File: src/rtl/dtree_feature_sequencer_pkg.sv
// Shared defaults and types for the decision-tree feature sequencer.
// Class-range checking (DTREE_CLASS_CHECK_EN) compares against NUM_CLASSES below.
package dtree_pkg;
    localparam int DTREE_FEAT_W  = 8;
    localparam int DTREE_CLASS_W = 4;
    localparam int NUM_CLASSES   = 10;
    localparam int SETTLE_W      = 4;

    typedef enum logic [1:0] {IDLE, SETTLE, HOLD} state_e;
    typedef logic [DTREE_CLASS_W-1:0] class_t;
endpackage

File: src/rtl/dtree_feature_sequencer_if.sv
// Serial-in, tree-facing and result handshake signals of the feature sequencer.
// slave = sequencer side; master = serial source, tree and result sink side.
interface dtree_feature_sequencer_if
    import dtree_pkg::*;
    #(
        parameter int FEAT_W  = DTREE_FEAT_W,
        parameter int CLASS_W = DTREE_CLASS_W
    );
    logic               ser_in;
    logic               ser_valid;
    logic               ser_ready;
    logic [FEAT_W-1:0]  feat_out;
    logic [CLASS_W-1:0] class_in;
    logic               res_valid;
    logic               res_ready;
    logic [CLASS_W-1:0] res_class;
    logic               res_err;

    modport slave (
        input  ser_in, ser_valid, class_in, res_ready,
        output ser_ready, feat_out, res_valid, res_class, res_err
    );

    modport master (
        output ser_in, ser_valid, class_in, res_ready,
        input  ser_ready, feat_out, res_valid, res_class, res_err
    );
endinterface

File: src/rtl/dtree_feature_sequencer_ser_shift.sv
// Bit-serial deserialiser: one bit per accepted cycle, a full word raises pending until consumed.
// ser_ready drops while a completed word waits, so no bit is ever overwritten.
module dtree_ser_shift #(
    parameter int FEAT_W    = 8,
    parameter bit MSB_FIRST = 1'b1
) (
    input  logic              clk,
    input  logic              rst_n,
    input  logic              ser_in_i,
    input  logic              ser_valid_i,
    input  logic              consume_i,
    output logic              ser_ready_o,
    output logic [FEAT_W-1:0] shreg_o,
    output logic              pending_o
);
    localparam int CNT_W = (FEAT_W > 1) ? $clog2(FEAT_W) : 1;
    localparam logic [CNT_W-1:0] LAST_BIT = CNT_W'(FEAT_W - 1);

    logic [FEAT_W-1:0] shreg_q, shreg_d;
    logic [CNT_W-1:0]  bitcnt_q, bitcnt_d;
    logic              pending_q, pending_d;
    logic              accept;

    assign accept = ser_valid_i & ~pending_q;

    always_comb begin
        shreg_d   = shreg_q;
        bitcnt_d  = bitcnt_q;
        pending_d = pending_q;
        if (consume_i) begin
            pending_d = 1'b0;
        end else if (accept) begin
            if (MSB_FIRST) shreg_d = {shreg_q[FEAT_W-2:0], ser_in_i};
            else           shreg_d = {ser_in_i, shreg_q[FEAT_W-1:1]};
            if (bitcnt_q == LAST_BIT) begin
                bitcnt_d  = '0;
                pending_d = 1'b1;
            end else begin
                bitcnt_d = bitcnt_q + 1'b1;
            end
        end
    end

    always_ff @(posedge clk or negedge rst_n) begin
        if (!rst_n) begin
            shreg_q   <= '0;
            bitcnt_q  <= '0;
            pending_q <= 1'b0;
        end else begin
            shreg_q   <= shreg_d;
            bitcnt_q  <= bitcnt_d;
            pending_q <= pending_d;
        end
    end

    assign ser_ready_o = ~pending_q;
    assign shreg_o     = shreg_q;
    assign pending_o   = pending_q;
endmodule

File: src/rtl/dtree_feature_sequencer.sv
// Feeds the printed tree one feature, waits SETTLE_CYC edges, then holds the class on valid/ready.
// Result valid SETTLE_CYC+1 edges after the last bit; DTREE_CLASS_CHECK_EN adds the range flag.
module dtree_feature_sequencer
    import dtree_pkg::*;
    #(
        parameter int FEAT_W     = DTREE_FEAT_W,
        parameter int CLASS_W    = DTREE_CLASS_W,
        parameter int SETTLE_CYC = 2,
        parameter bit MSB_FIRST  = 1'b1
    ) (
        input  logic                       clk,
        input  logic                       rst_n,
        dtree_feature_sequencer_if.slave   bus
    );
    localparam logic [SETTLE_W-1:0] SETTLE_LOAD = SETTLE_W'(SETTLE_CYC - 1);

    state_e              state_q;
    logic [FEAT_W-1:0]   feat_q;
    logic [CLASS_W-1:0]  cls_q;
    logic                vld_q;
    logic [SETTLE_W-1:0] cnt_q;
    logic [FEAT_W-1:0]   shreg;
    logic                pending;
    logic                hold_ack;
    logic                consume;

    dtree_ser_shift #(
        .FEAT_W    (FEAT_W),
        .MSB_FIRST (MSB_FIRST)
    ) u_shift (
        .clk         (clk),
        .rst_n       (rst_n),
        .ser_in_i    (bus.ser_in),
        .ser_valid_i (bus.ser_valid),
        .consume_i   (consume),
        .ser_ready_o (bus.ser_ready),
        .shreg_o     (shreg),
        .pending_o   (pending)
    );

    // A waiting word is taken from IDLE, or straight out of HOLD on the handshake edge.
    assign hold_ack = vld_q & bus.res_ready;
    assign consume  = pending & ((state_q == IDLE) | ((state_q == HOLD) & hold_ack));

`ifdef DTREE_CLASS_CHECK_EN
    logic err_q;
`endif

    always_ff @(posedge clk or negedge rst_n) begin
        if (!rst_n) begin
            state_q <= IDLE;
            feat_q  <= '0;
            cls_q   <= '0;
            vld_q   <= 1'b0;
            cnt_q   <= '0;
`ifdef DTREE_CLASS_CHECK_EN
            err_q   <= 1'b0;
`endif
        end else begin
            case (state_q)
                IDLE: begin
                    if (pending) begin
                        feat_q  <= shreg;
                        cnt_q   <= SETTLE_LOAD;
                        state_q <= SETTLE;
                    end
                end
                SETTLE: begin
                    if (cnt_q == '0) begin
                        cls_q   <= bus.class_in;
                        vld_q   <= 1'b1;
`ifdef DTREE_CLASS_CHECK_EN
                        err_q   <= (32'(bus.class_in) >= 32'(NUM_CLASSES));
`endif
                        state_q <= HOLD;
                    end else begin
                        cnt_q <= cnt_q - 1'b1;
                    end
                end
                HOLD: begin
                    if (hold_ack) begin
                        vld_q <= 1'b0;
                        if (pending) begin
                            feat_q  <= shreg;
                            cnt_q   <= SETTLE_LOAD;
                            state_q <= SETTLE;
                        end else begin
                            state_q <= IDLE;
                        end
                    end
                end
                default: state_q <= IDLE;
            endcase
        end
    end

    assign bus.feat_out  = feat_q;
    assign bus.res_class = cls_q;
    assign bus.res_valid = vld_q;
`ifdef DTREE_CLASS_CHECK_EN
    assign bus.res_err   = err_q;
`else
    assign bus.res_err   = 1'b0;
`endif
endmodule

File: src/flat_wrapper.sv
// flat-port wrapper written by rule: the top's interface ports become plain ports
module dtree_feature_sequencer_flat import dtree_pkg::*;
#(
        parameter int FEAT_W     = DTREE_FEAT_W,
        parameter int CLASS_W    = DTREE_CLASS_W,
        parameter int SETTLE_CYC = 2,
        parameter bit MSB_FIRST  = 1'b1
    )
  (clk, rst_n, bus_ser_in, bus_ser_valid, bus_class_in, bus_res_ready, bus_ser_ready, bus_feat_out, bus_res_valid, bus_res_class, bus_res_err);
  dtree_feature_sequencer_if #(.FEAT_W(FEAT_W), .CLASS_W(CLASS_W)) bus_i ();
  input  logic clk;
  input  logic rst_n;
  input wire logic [$bits(bus_i.ser_in)-1:0] bus_ser_in;
  input wire logic [$bits(bus_i.ser_valid)-1:0] bus_ser_valid;
  input wire logic [$bits(bus_i.class_in)-1:0] bus_class_in;
  input wire logic [$bits(bus_i.res_ready)-1:0] bus_res_ready;
  output wire logic [$bits(bus_i.ser_ready)-1:0] bus_ser_ready;
  output wire logic [$bits(bus_i.feat_out)-1:0] bus_feat_out;
  output wire logic [$bits(bus_i.res_valid)-1:0] bus_res_valid;
  output wire logic [$bits(bus_i.res_class)-1:0] bus_res_class;
  output wire logic [$bits(bus_i.res_err)-1:0] bus_res_err;
  assign bus_i.ser_in = bus_ser_in;
  assign bus_i.ser_valid = bus_ser_valid;
  assign bus_i.class_in = bus_class_in;
  assign bus_i.res_ready = bus_res_ready;
  assign bus_ser_ready = bus_i.ser_ready;
  assign bus_feat_out = bus_i.feat_out;
  assign bus_res_valid = bus_i.res_valid;
  assign bus_res_class = bus_i.res_class;
  assign bus_res_err = bus_i.res_err;
  dtree_feature_sequencer #(.FEAT_W(FEAT_W), .CLASS_W(CLASS_W), .SETTLE_CYC(SETTLE_CYC), .MSB_FIRST(MSB_FIRST)) u_core (.clk(clk), .rst_n(rst_n), .bus(bus_i));
endmodule
File: config.mk
export PLATFORM = sky130hd
export DESIGN_NAME = dtree_feature_sequencer_flat
export DESIGN_NICKNAME = d
export VERILOG_FILES = /design/src/rtl/dtree_feature_sequencer_pkg.sv /design/src/rtl/dtree_feature_sequencer_if.sv /design/src/rtl/dtree_feature_sequencer_ser_shift.sv /design/src/rtl/dtree_feature_sequencer.sv /design/src/flat_wrapper.sv
export SDC_FILE = /design/constraint.sdc
export NUM_CORES = 1
export LEC_CHECK = 0
export CAP_MARGIN = 25
export CORE_MARGIN = 2
export CORE_UTILIZATION = 40
export DETAILED_ROUTE_END_ITERATION = 10
export PLACE_DENSITY = 0.63
export SLEW_MARGIN = 20
export SYNTH_ARGS = -nofsm -noshare
export SYNTH_HDL_FRONTEND = slang
export SYNTH_SLANG_ARGS = --single-unit
export TNS_END_PERCENT = 10
File: constraint.sdc
create_clock -name clk -period 2.7 [get_ports clk]
set_input_delay 0.675 -clock clk [delete_from_list [all_inputs] [get_ports clk]]
set_output_delay 0.675 -clock clk [all_outputs]
set_load 0.02 [all_outputs]
==> results of run 1 <==
## critical path, stage by stage (launching register included)
cell and delay (ns):
dfrtp_1 0.41, inv_1 0.12, clkdlybuf4s50_1 0.62
## power groups by stage
| stage | Sequential, mW | Combinational [mW] | Clock, mW |
|---|---|---|---|
| 5_1_grt | 0.890 | 1.01 | 0.380 |
| 4_1_cts | 0.857 | 0.936 | 0.357 |
| 3_5_place_dp | 0.866 | 0.932 | 0 |
| 3_3_place_gp | 0.861 | 0.920 | 0 |
| 6_report | 0.856 | 0.919 | 0.345 |
| 2_1_floorplan | 0.933 | 0.543 | 0 |
## Yosys cell counts, drive strengths merged (2+ instances only)
master   n
buf      4
inv      5
nor2     6
dfrtp   31
mux2    23
nor3     2
ha       3
a21oi    3
## state kept, by name, summed over array words and instances, names as in the netlist
name	cells
u_core.bus.res_valid	1
u_core.bus.res_class	4
u_core.cnt_q	4
u_core.bus.feat_out	8
u_core.u_shift.shreg_o	8
u_core.state_q	2
u_core.u_shift.bitcnt_q	3
u_core.u_shift.pending_o	1
## per-layer routing
| metal | track usage, % | share of wire, % | vias up |
|---|---|---|---|
| li1 | - | - | 389 |
| met1 | 14.9 | 44 | 413 |
| met2 | 19.3 | 47 | 17 |
| met3 | 6.63 | 6.0 | 6 |
| met4 | 7.60 | 2.8 | 0 |
| met5 | 0 | 0 | - |
## worst max path at each step
stage               cells after the start                     start  slack, ns                 endpoint
floorplan                               6           u_core.cnt_q[1]       1.10  u_core.bus.res_class[0]
global placement                        4             bus_res_ready       0.50   u_core.bus.feat_out[6]
detailed placement                      4             bus_res_ready       0.48   u_core.bus.feat_out[4]
CTS                                     2  u_core.u_shift.pending_o       0.52            bus_ser_ready
global route                            2  u_core.u_shift.pending_o       0.46            bus_ser_ready
finish                                  2  u_core.u_shift.pending_o       0.55            bus_ser_ready
## logic make-up (layout without fill, tap and decap cells)
family,count (synthesis),in the layout,share of synthesized area [%]
other,1,1,0.278
adders and majority gates,3,3,2.79
muxes,24,24,21.1
and+or+nand+nor,16,16,7.52
buffers and inverters,9,36,3.53
DFF,31,31,57.6
xor gates and xnor gates,1,1,0.650
AOI/OAI and AO/OA,12,12,6.59
## metrics by stage
stage,cells,area [sq um],hold slack (ns),worst slack (ns),power [mW]
after floorplan,97,1350,0.379,1.10,1.48
after global placement,163,1610,0.490,0.498,1.78
after detailed placement,163,1610,0.492,0.484,1.80
after CTS,170,1680,0.522,0.519,2.15
after global routing,170,1680,0.533,0.462,2.28
final,170,1680,0.516,0.549,2.12
## area by class of cell
cell class / instances / area [sq um]
Tap cell: 46 / 57.6
Fill cell: 305 / 1600
Multi-Input combinational cell: 57 / 524
Inverter: 5 / 18.8
Sequential cell: 31 / 776
Timing Repair Buffer: 24 / 235
Clock buffer: 6 / 41.3
Clock inverter: 1 / 30.0
==> results.txt, run 1 <==
Hold endpoint - u_core.bus.res_class[3]
Area leader, netlist - dfrtp_1
Root buffer cell - clkbuf_4
DRC viols - 0
FF+latch count, synth - 31
Post-CTS Setup Bufs - 0
Vias - 825
Dominant synthesized flop cell - dfrtp_1
CP Max Fanout - 4
Final Cycle Share - 79.7%
CTS Sinks - 31
DPL Wire Length - 1.47 mm
Logic pwr share - 43.4%
Clk buf depth - 2
Skew-Pair Late Insertion Delay - 0.33 ns
Finished Core Util - 51.2%
Final hold violations - 0
Mapped Area - 1350 sq um
Die area - 3850 sq um
Static leakage - 0.739 nW
Hold Crit Class - flop to flop
Synthesis Warnings - 0
Initial Util - 41.0%
Post-CTS Hold Buffers - 0
Switching power - 716 uW
Worst vdd ir - 0.498 mV
Cell internal pwr - 1.40 mW
Clock network power share - 16.3%
Reg2Reg Depth - 5
Global placer's final weighted congestion - 0.732
CP Capture Type - output port
CTS tree - built
Post-Syn Instances - 97
Post-synth EDFFs - 0
Vias in the first global route - 798
Reg2Reg Setup Slack - 0.82 ns
Share of the synthesized area in the top cell type - 57.6%
Initial antenna violation count - 0
Critical path launch point type - flop
Largest net degree at the start of global routing - 32
Routed vias/inst - 4.85
Sequential fraction of the synthesis area - 57.6%
Setup CP Type - flop to output port
Fin crit period - 2.15 ns
Sw frac - 33.8%
Die X - 62.0 um
Power per Cell Area - 1260 nW/um^2
Reg2reg start - u_core.cnt_q[0]
Register clock-pin slew on the reported worst setup and hold paths - 0.09 ns
Status - completed
Synth area leaders - dfrtp_1 (58%), mux2_2 (16%), mux2_4 (4.5%)
Cts bufs inserted - 5
Most frequent cells in the layout - dfrtp_1 (31), clkdlybuf4s50_1 (22), mux2_2 (19), nor2_1 (6)
Final setup fails - 0
DRT antenna net count - 0
Avg WL per Cell - 12.4 um
Count of cell types in the netlist - 32
Worst hold start - u_core.bus.res_class[3]
I/O pin count - 24
Hold path depth - 1
FF-to-FF End - u_core.bus.res_class[1]
Worst path required time - 2.03 ns
Max-slew violations - 0
Syn avg cell area - 13.9 sq um
Syn nets - 109
GR Util All Layers - 13.0%
GRT overflow - 0
Total wire length - 2.12 mm
Post-cts repair resize count - 0
FP Rows - 21
Setup repair after global routing missed its margin - no
Layout Nets - 136
Final setup TNS - 0 ns
WP data arrival - 1.48 ns
TritonRoute pass-1 iters - 4
Final Skew - 0.00737 ns
Maximum Capacitance Violations - 0
Sequential share of power - 40.4%
Achievable Freq - 465 MHz
Antenna cells - 0
Commonest non-fill, non-tap cell in the layout - dfrtp_1
Port bufs - 22
Die height - 62.0 um
CTS H-tree lvls - 2
Core area - 3280 sq um
First-pass GRT wire length - 3.42 mm
Post-synth ARST share - 100%
Fraction of layout cells with a size suffix above 1 - 29.8%
Initial drt markers - 8
Area grow syn2layout - 24.9%
Power figures use the tool's default switching activity.
==> inputs of run 2 (changes only) <==
- PLACE_DENSITY: 0.63 -> 0.66
- clock period: 2.7 -> 1.9 ns (I/O delays scaled with it)
==> run 2 against run 1 <==
- via count increased by 1.6%
- routed wire length up 6.1%
- worst setup slack lost 0.49 ns
- highest routed layer unchanged
- sequential power rose by 41%
- cell count grew 1.8%
- critical path depth is 1 lower
- largest cell class unchanged
- clock skew fell by 0.0025 ns
- clock-buffer cell count unchanged
- sequential share of layout area fell by 0.94 points
- register-to-register slack worse by 0.67 ns
==> results.txt, run 2 (same netlist as run 1, synthesis figures left out) <==
Post-CTS Setup Bufs - 0 (unchanged)
Final std cells w/o fill - 173 (was 170)
Routed vias/inst - 4.84 (was 4.85)
Fraction of layout cells with a size suffix above 1 - 32.3% (was 29.8%)
Worst path required time - 1.42 ns (was 2.03 ns)
Most frequent cells in the layout - dfrtp_1 (31), clkdlybuf4s50_1 (21), mux2_2 (19), nor2_1 (6) (was dfrtp_1 (31), clkdlybuf4s50_1 (22), mux2_2 (19), nor2_1 (6))
Port bufs - 22 (unchanged)
GR Util All Layers - 14.3% (was 13.0%)
Initial antenna violation count - 0 (unchanged)
Hold path depth - 1 (unchanged)
Met2 WL - 1.11 mm (was 1.00 mm)
Core area - 3280 sq um (unchanged)
CP Max Fanout - 4 (unchanged)
Register clock-pin slew on the reported worst setup and hold paths - 0.09 ns (about the same)
Initial drt markers - 16 (was 8)
First-pass GRT wire length - 3.76 mm (was 3.42 mm)
CP Capture Type - output port (unchanged)
Critical Path Max Stage Delay - 0.63 ns (was 0.62 ns)
Clock network power share - 15.8% (was 16.3%)
Die height - 62.0 um (unchanged)
Die area - 3850 sq um (unchanged)
DRT antenna net count - 0 (unchanged)
Static leakage - 0.756 nW (was 0.739 nW)
Vias in the first global route - 833 (was 798)
DRC viols - 0 (unchanged)
Reg2Reg Setup Slack - 0.15 ns (was 0.82 ns)
Final setup fails - 0 (unchanged)
Top Metal Used - met4 (unchanged)
Logic pwr share - 44.6% (was 43.4%)
Global placer's final weighted congestion - 0.742 (was 0.732)
TritonRoute pass-1 iters - 6 (was 4)
Worst path bufs/invs - 1 (was 2)
Final Worst Setup Slack - 0.0578 ns (was 0.549 ns)
Pre-CTS worst setup slack - 0.0445 ns (was 0.484 ns)
Clk buf depth - 2 (unchanged)
Vias - 838 (was 825)
CTS H-tree lvls - 2 (unchanged)
Maximum Capacitance Violations - 0 (unchanged)
Achievable Freq - 543 MHz
Worst path depth - 1 (was 2)
Total wire length - 2.24 mm (was 2.12 mm)
Placed cell area - 1650 sq um (was 1610 sq um)
Final Skew - 0.00484 ns (was 0.00737 ns)
Max-slew violations - 0 (unchanged)
Crit-path slowest cell - clkdlybuf4s50_1 (unchanged)
Status - completed (unchanged)
Sequential share of power - 39.6% (was 40.4%)
Final setup TNS - 0 ns (unchanged)
Fin crit period - 1.84 ns
Largest net degree at the start of global routing - 32 (unchanged)
Antenna cells - 0 (unchanged)
DRT met1 WL - 970 um (was 925 um)
CTS tree - built (unchanged)
# fillers - 299 (was 305)
Design area - 1720 sq um (was 1680 sq um)
DPL Wire Length - 1.55 mm (was 1.47 mm)
Setup CP Type - flop to output port (unchanged)
Cell internal pwr - 2.03 mW (was 1.40 mW)
Reg2Reg Depth - 5 (unchanged)
I/O pin count - 24 (unchanged)
Finished Core Util - 52.3% (was 51.2%)
Power per Cell Area - 1790 nW/um^2 (was 1260 nW/um^2)
Avg WL per Cell - 13.0 um (was 12.4 um)
Critical path launch point type - flop (unchanged)
Root buffer cell - clkbuf_4 (unchanged)
Worst vdd ir - 0.793 mV (was 0.498 mV)
Initial Util - 41.0% (unchanged)
Area grow syn2layout - 27.5% (was 24.9%)
Skew-Pair Late Insertion Delay - 0.33 ns (about the same)
Final hold violations - 0 (unchanged)
Setup repair after global routing missed its margin - no (unchanged)
Critical-path cell list - clkdlybuf4s50_1 (was inv_1, clkdlybuf4s50_1)
Sw frac - 33.7% (was 33.8%)
Layout Nets - 139 (was 136)
Die X - 62.0 um (unchanged)
Commonest non-fill, non-tap cell in the layout - dfrtp_1 (unchanged)
CTS Sinks - 31 (unchanged)
Final Cycle Share - 97.0%
Hold Crit Class - flop to flop (unchanged)
Switching power - 1.03 mW (was 716 uW)
FP Rows - 21 (unchanged)
WP data arrival - 1.37 ns (was 1.48 ns)
GRT overflow - 0 (unchanged)
Cts bufs inserted - 5 (unchanged)
Dpl cells - 166 (was 163)
Routed wl met3 - 111 um (was 126 um)
Top delay family on crit path - buffers and inverters (unchanged)
==> run 2: stage by stage <==
stage	hold slack (ns)	total power, mW
after global placement	0.486	2.57
after global routing	0.537	3.31
final	0.510	3.07
after CTS	0.514	3.11
after detailed placement	0.495	2.62
after floorplan	0.179	2.10
==> run 2: cell type report <==
type | instances | area (sq um) | share of cell area [%]
Clock buffer | 6 | 41.3 | 2.40
Clock inverter | 1 | 30.0 | 1.75
Inverter | 5 | 18.8 | 1.09
Multi-Input combinational cell | 57 | 526 | 30.6
Sequential cell | 31 | 776 | 45.2
Tap cell | 46 | 57.6 | 3.35
Timing Repair Buffer | 27 | 269 | 15.7
==> run 2: power by group through the flow <==
| stage | registers (mW) | logic, mW | clock network [mW] |
|---|---|---|---|
| 4_1_cts | 1.21 | 1.39 | 0.506 |
| 2_1_floorplan | 1.33 | 0.771 | 0 |
| 3_3_place_gp | 1.22 | 1.35 | 0 |
| 6_report | 1.21 | 1.37 | 0.485 |
| 3_5_place_dp | 1.23 | 1.39 | 0 |
| 5_1_grt | 1.26 | 1.52 | 0.539 |
==> run 2: layer usage <==
layer	global-route usage [%]	up-vias
li1	-	397
met1	16.3	418
met2	22.2	16
met3	6.63	7
met4	8.21	0
met5	0	-
==> run 2: repair_timing <==
action,4_1_cts,5_1_grt
gates resized for setup,1,1
hold buffers,0,0
setup endpoints to repair,1,5
==> run 2: final timing paths <==
kind	end	start
hold / removal	u_core.bus.feat_out[5]	u_core.bus.feat_out[5]
max in group asynchronous	u_core.u_shift.shreg_o[1]	rst_n
setup reg to reg	u_core.bus.res_class[3]	u_core.cnt_q[1]
setup / recovery	bus_res_valid	u_core.bus.res_valid
min in group asynchronous	u_core.cnt_q[1]	rst_n
hold reg to reg	u_core.bus.feat_out[5]	u_core.bus.feat_out[5]
==> inputs of run 3 (changes only) <==
- CORE_MARGIN: 2 -> 3
- SETUP_SLACK_MARGIN: not set -> 0.15
- SKIP_LAST_GASP: not set -> 1
==> run 3 against run 2 <==
- die area grew 6.6%
- worst hold slack is essentially flat
- cell count down 1.2%
- via count fell by 1.2%
- total power fell by 4.2%
- routed wire length is 3.1% higher
- clock-buffer cell count unchanged
- core utilization grew 1.9 points
- sequential power about the same
- clock skew rose by 0.0014 ns
- critical path type unchanged
- largest cell class unchanged
- largest power group unchanged
==> results.txt, run 3 (same netlist as run 1, synthesis figures left out) <==
Reg2Reg Depth - 5 (unchanged)
Most frequent cells in the layout - dfrtp_1 (31), clkdlybuf4s50_1 (20), mux2_2 (19), nor2_1 (6) (was dfrtp_1 (31), clkdlybuf4s50_1 (21), mux2_2 (19), nor2_1 (6))
Critical Path Max Stage Delay - 0.62 ns (was 0.63 ns)
I/O pin count - 24 (unchanged)
GR Util All Layers - 13.6% (was 14.3%)
Cts bufs inserted - 5 (unchanged)
Status - completed (unchanged)
Critical-path cell list - clkdlybuf4s50_1 (unchanged)
FF-to-FF End - u_core.bus.res_class[0] (was u_core.bus.res_class[3])
Maximum Capacitance Violations - 0 (unchanged)
Die X - 64.0 um (was 62.0 um)
Reg2reg start - u_core.cnt_q[1] (unchanged)
Design area - 1690 sq um (was 1720 sq um)
Hold path depth - 1 (unchanged)
Design Power - 2.94 mW (was 3.07 mW)
Sw frac - 35.0% (was 33.7%)
Area taken by multi-input logic gates - 524 sq um (was 526 sq um)
CP Max Fanout - 2 (was 4)
Setup CP Type - flop to output port (unchanged)
Clk buf depth - 2 (unchanged)
Final Cycle Share - 93.9% (was 97.0%)
Largest net degree at the start of global routing - 32 (unchanged)
Final hold violations - 0 (unchanged)
Post-CTS Hold Buffers - 0 (unchanged)
DPL Wire Length - 1.61 mm (was 1.55 mm)
Worst path required time - 1.42 ns (about the same)
Die height - 64.0 um (was 62.0 um)
Fin crit period - 1.78 ns (was 1.84 ns)
Initial antenna violation count - 0 (unchanged)
CP Capture Type - output port (unchanged)
Final setup fails - 0 (unchanged)
Pre-CTS worst setup slack - 0.0581 ns (was 0.0445 ns)
Fraction of layout cells with a size suffix above 1 - 31.5% (was 32.3%)
DRC viols - 0 (unchanged)
Core area - 3130 sq um (was 3280 sq um)
TritonRoute pass-1 iters - 4 (was 6)
Register clock-pin slew on the reported worst setup and hold paths - 0.09 ns (about the same)
Clock network power share - 11.2% (was 15.8%)
CTS Sinks - 31 (unchanged)
Static leakage - 0.764 nW (was 0.756 nW)
Final Worst Setup Slack - 0.116 ns (was 0.0578 ns)
Die area - 4100 sq um (was 3850 sq um)
CTS H-tree lvls - 2 (unchanged)
Root buffer cell - clkbuf_4 (unchanged)
Port bufs - 22 (unchanged)
First-pass GRT wire length - 4.22 mm (was 3.76 mm)
Dpl cells - 165 (was 166)
Reg2Reg Setup Slack - 0.20 ns (was 0.15 ns)
Top delay family on crit path - buffers and inverters (unchanged)
Final setup TNS - 0 ns (unchanged)
Total wire length - 2.31 mm (was 2.24 mm)
Logic pwr share - 47.4% (was 44.6%)
Power per Cell Area - 1730 nW/um^2 (was 1790 nW/um^2)
Cell internal pwr - 1.91 mW (was 2.03 mW)
CTS tree - built (unchanged)
Critical path launch point type - flop (unchanged)
Vias in the first global route - 925 (was 833)
Initial Util - 43.1% (was 41.0%)
Finished Core Util - 54.2% (was 52.3%)
Avg WL per Cell - 13.5 um (was 13.0 um)
# fillers - 291 (was 299)
Switching power - 1.03 mW (about the same)
Max-slew violations - 0 (unchanged)
Hold endpoint - u_core.bus.feat_out[3] (was u_core.bus.feat_out[5])
Crit-path slowest cell - clkdlybuf4s50_1 (unchanged)
Final std cells w/o fill - 171 (was 173)
Antenna cells - 0 (unchanged)
Achievable Freq - 561 MHz (was 543 MHz)
Setup repair after global routing missed its margin - yes (was no)
Layout Nets - 140 (was 139)
Initial drt markers - 19 (was 16)
Worst vdd ir - 0.711 mV (was 0.793 mV)
Vias - 828 (was 838)
Sequential share of power - 41.4% (was 39.6%)
Area grow syn2layout - 25.7% (was 27.5%)
Commonest non-fill, non-tap cell in the layout - dfrtp_1 (unchanged)
DRT antenna net count - 0 (unchanged)
Min Hold Slack - 0.509 ns (was 0.510 ns)
Global placer's final weighted congestion - 0.826 (was 0.742)
WP data arrival - 1.31 ns (was 1.37 ns)
Post-CTS Setup Bufs - 0 (unchanged)
Reg area - 776 sq um (unchanged)
Worst path bufs/invs - 1 (unchanged)
FP Rows - 20 (was 21)
Placed cell area - 1650 sq um (about the same)
Hold Crit Class - flop to flop (unchanged)
Final Skew - 0.00622 ns (was 0.00484 ns)
GRT overflow - 0 (unchanged)
Skew-Pair Late Insertion Delay - 0.32 ns (was 0.33 ns)
Worst hold start - u_core.bus.feat_out[3] (was u_core.bus.feat_out[5])
Routed vias/inst - 4.84 (about the same)
run 3: worst max path at each step:
stage	slack, ns	end	depth (start not counted)	startpoint
3_5_place_dp	0.06	u_core.u_shift.bitcnt_q[2]	4	bus_ser_valid
5_1_grt	0.04	bus_feat_out[2]	1	u_core.bus.feat_out[2]
2_1_floorplan	0.30	u_core.bus.res_class[0]	6	u_core.cnt_q[1]
4_1_cts	0.06	bus_res_valid	1	u_core.bus.res_valid
3_3_place_gp	0.07	u_core.u_shift.shreg_o[3]	4	bus_ser_valid
6_report	0.12	bus_feat_out[4]	1	u_core.bus.feat_out[4]
run 3: what timing repair did:
action                     4_1_cts  5_1_grt
gates resized for setup          1        1
setup endpoints to repair       14       18
hold endpoints to repair         0        0
run 3: power groups by stage:
stage	combinational, mW	clock, mW	sequential, mW
after floorplan	0.771	0	1.33
after global placement	1.37	0	1.22
after detailed placement	1.41	0	1.23
after CTS	1.42	0.351	1.22
after global routing	1.54	0.383	1.27
final	1.39	0.329	1.22
run 3: worst reg2reg max path: cells and delay by family (launching register included):
family / cells / cell delay, ns
and+or+nand+nor: 2 / 0.58
DFF: 1 / 0.41
muxes: 1 / 0.33
adders and majority gates: 1 / 0.18
buffers and inverters: 1 / 0.08
run 3: per-layer routing:
metal	wire (um)	GRT usage [%]	vias up	part of all wire, %
met5	0	0	-	0
met4	29	5.66	0	1.3
met3	194	7.56	4	8.4
met2	1050	20.5	23	45
met1	1040	15.9	403	45
li1	-	-	398	-
run 3: cell type report:
cell class | count | area share (%)
clock buffers | 6 | 2.44
inverters | 5 | 1.11
multi-input cells | 57 | 30.9
flip-flops and latches | 31 | 45.8
well taps | 44 | 3.25
repair buffers | 28 | 16.5
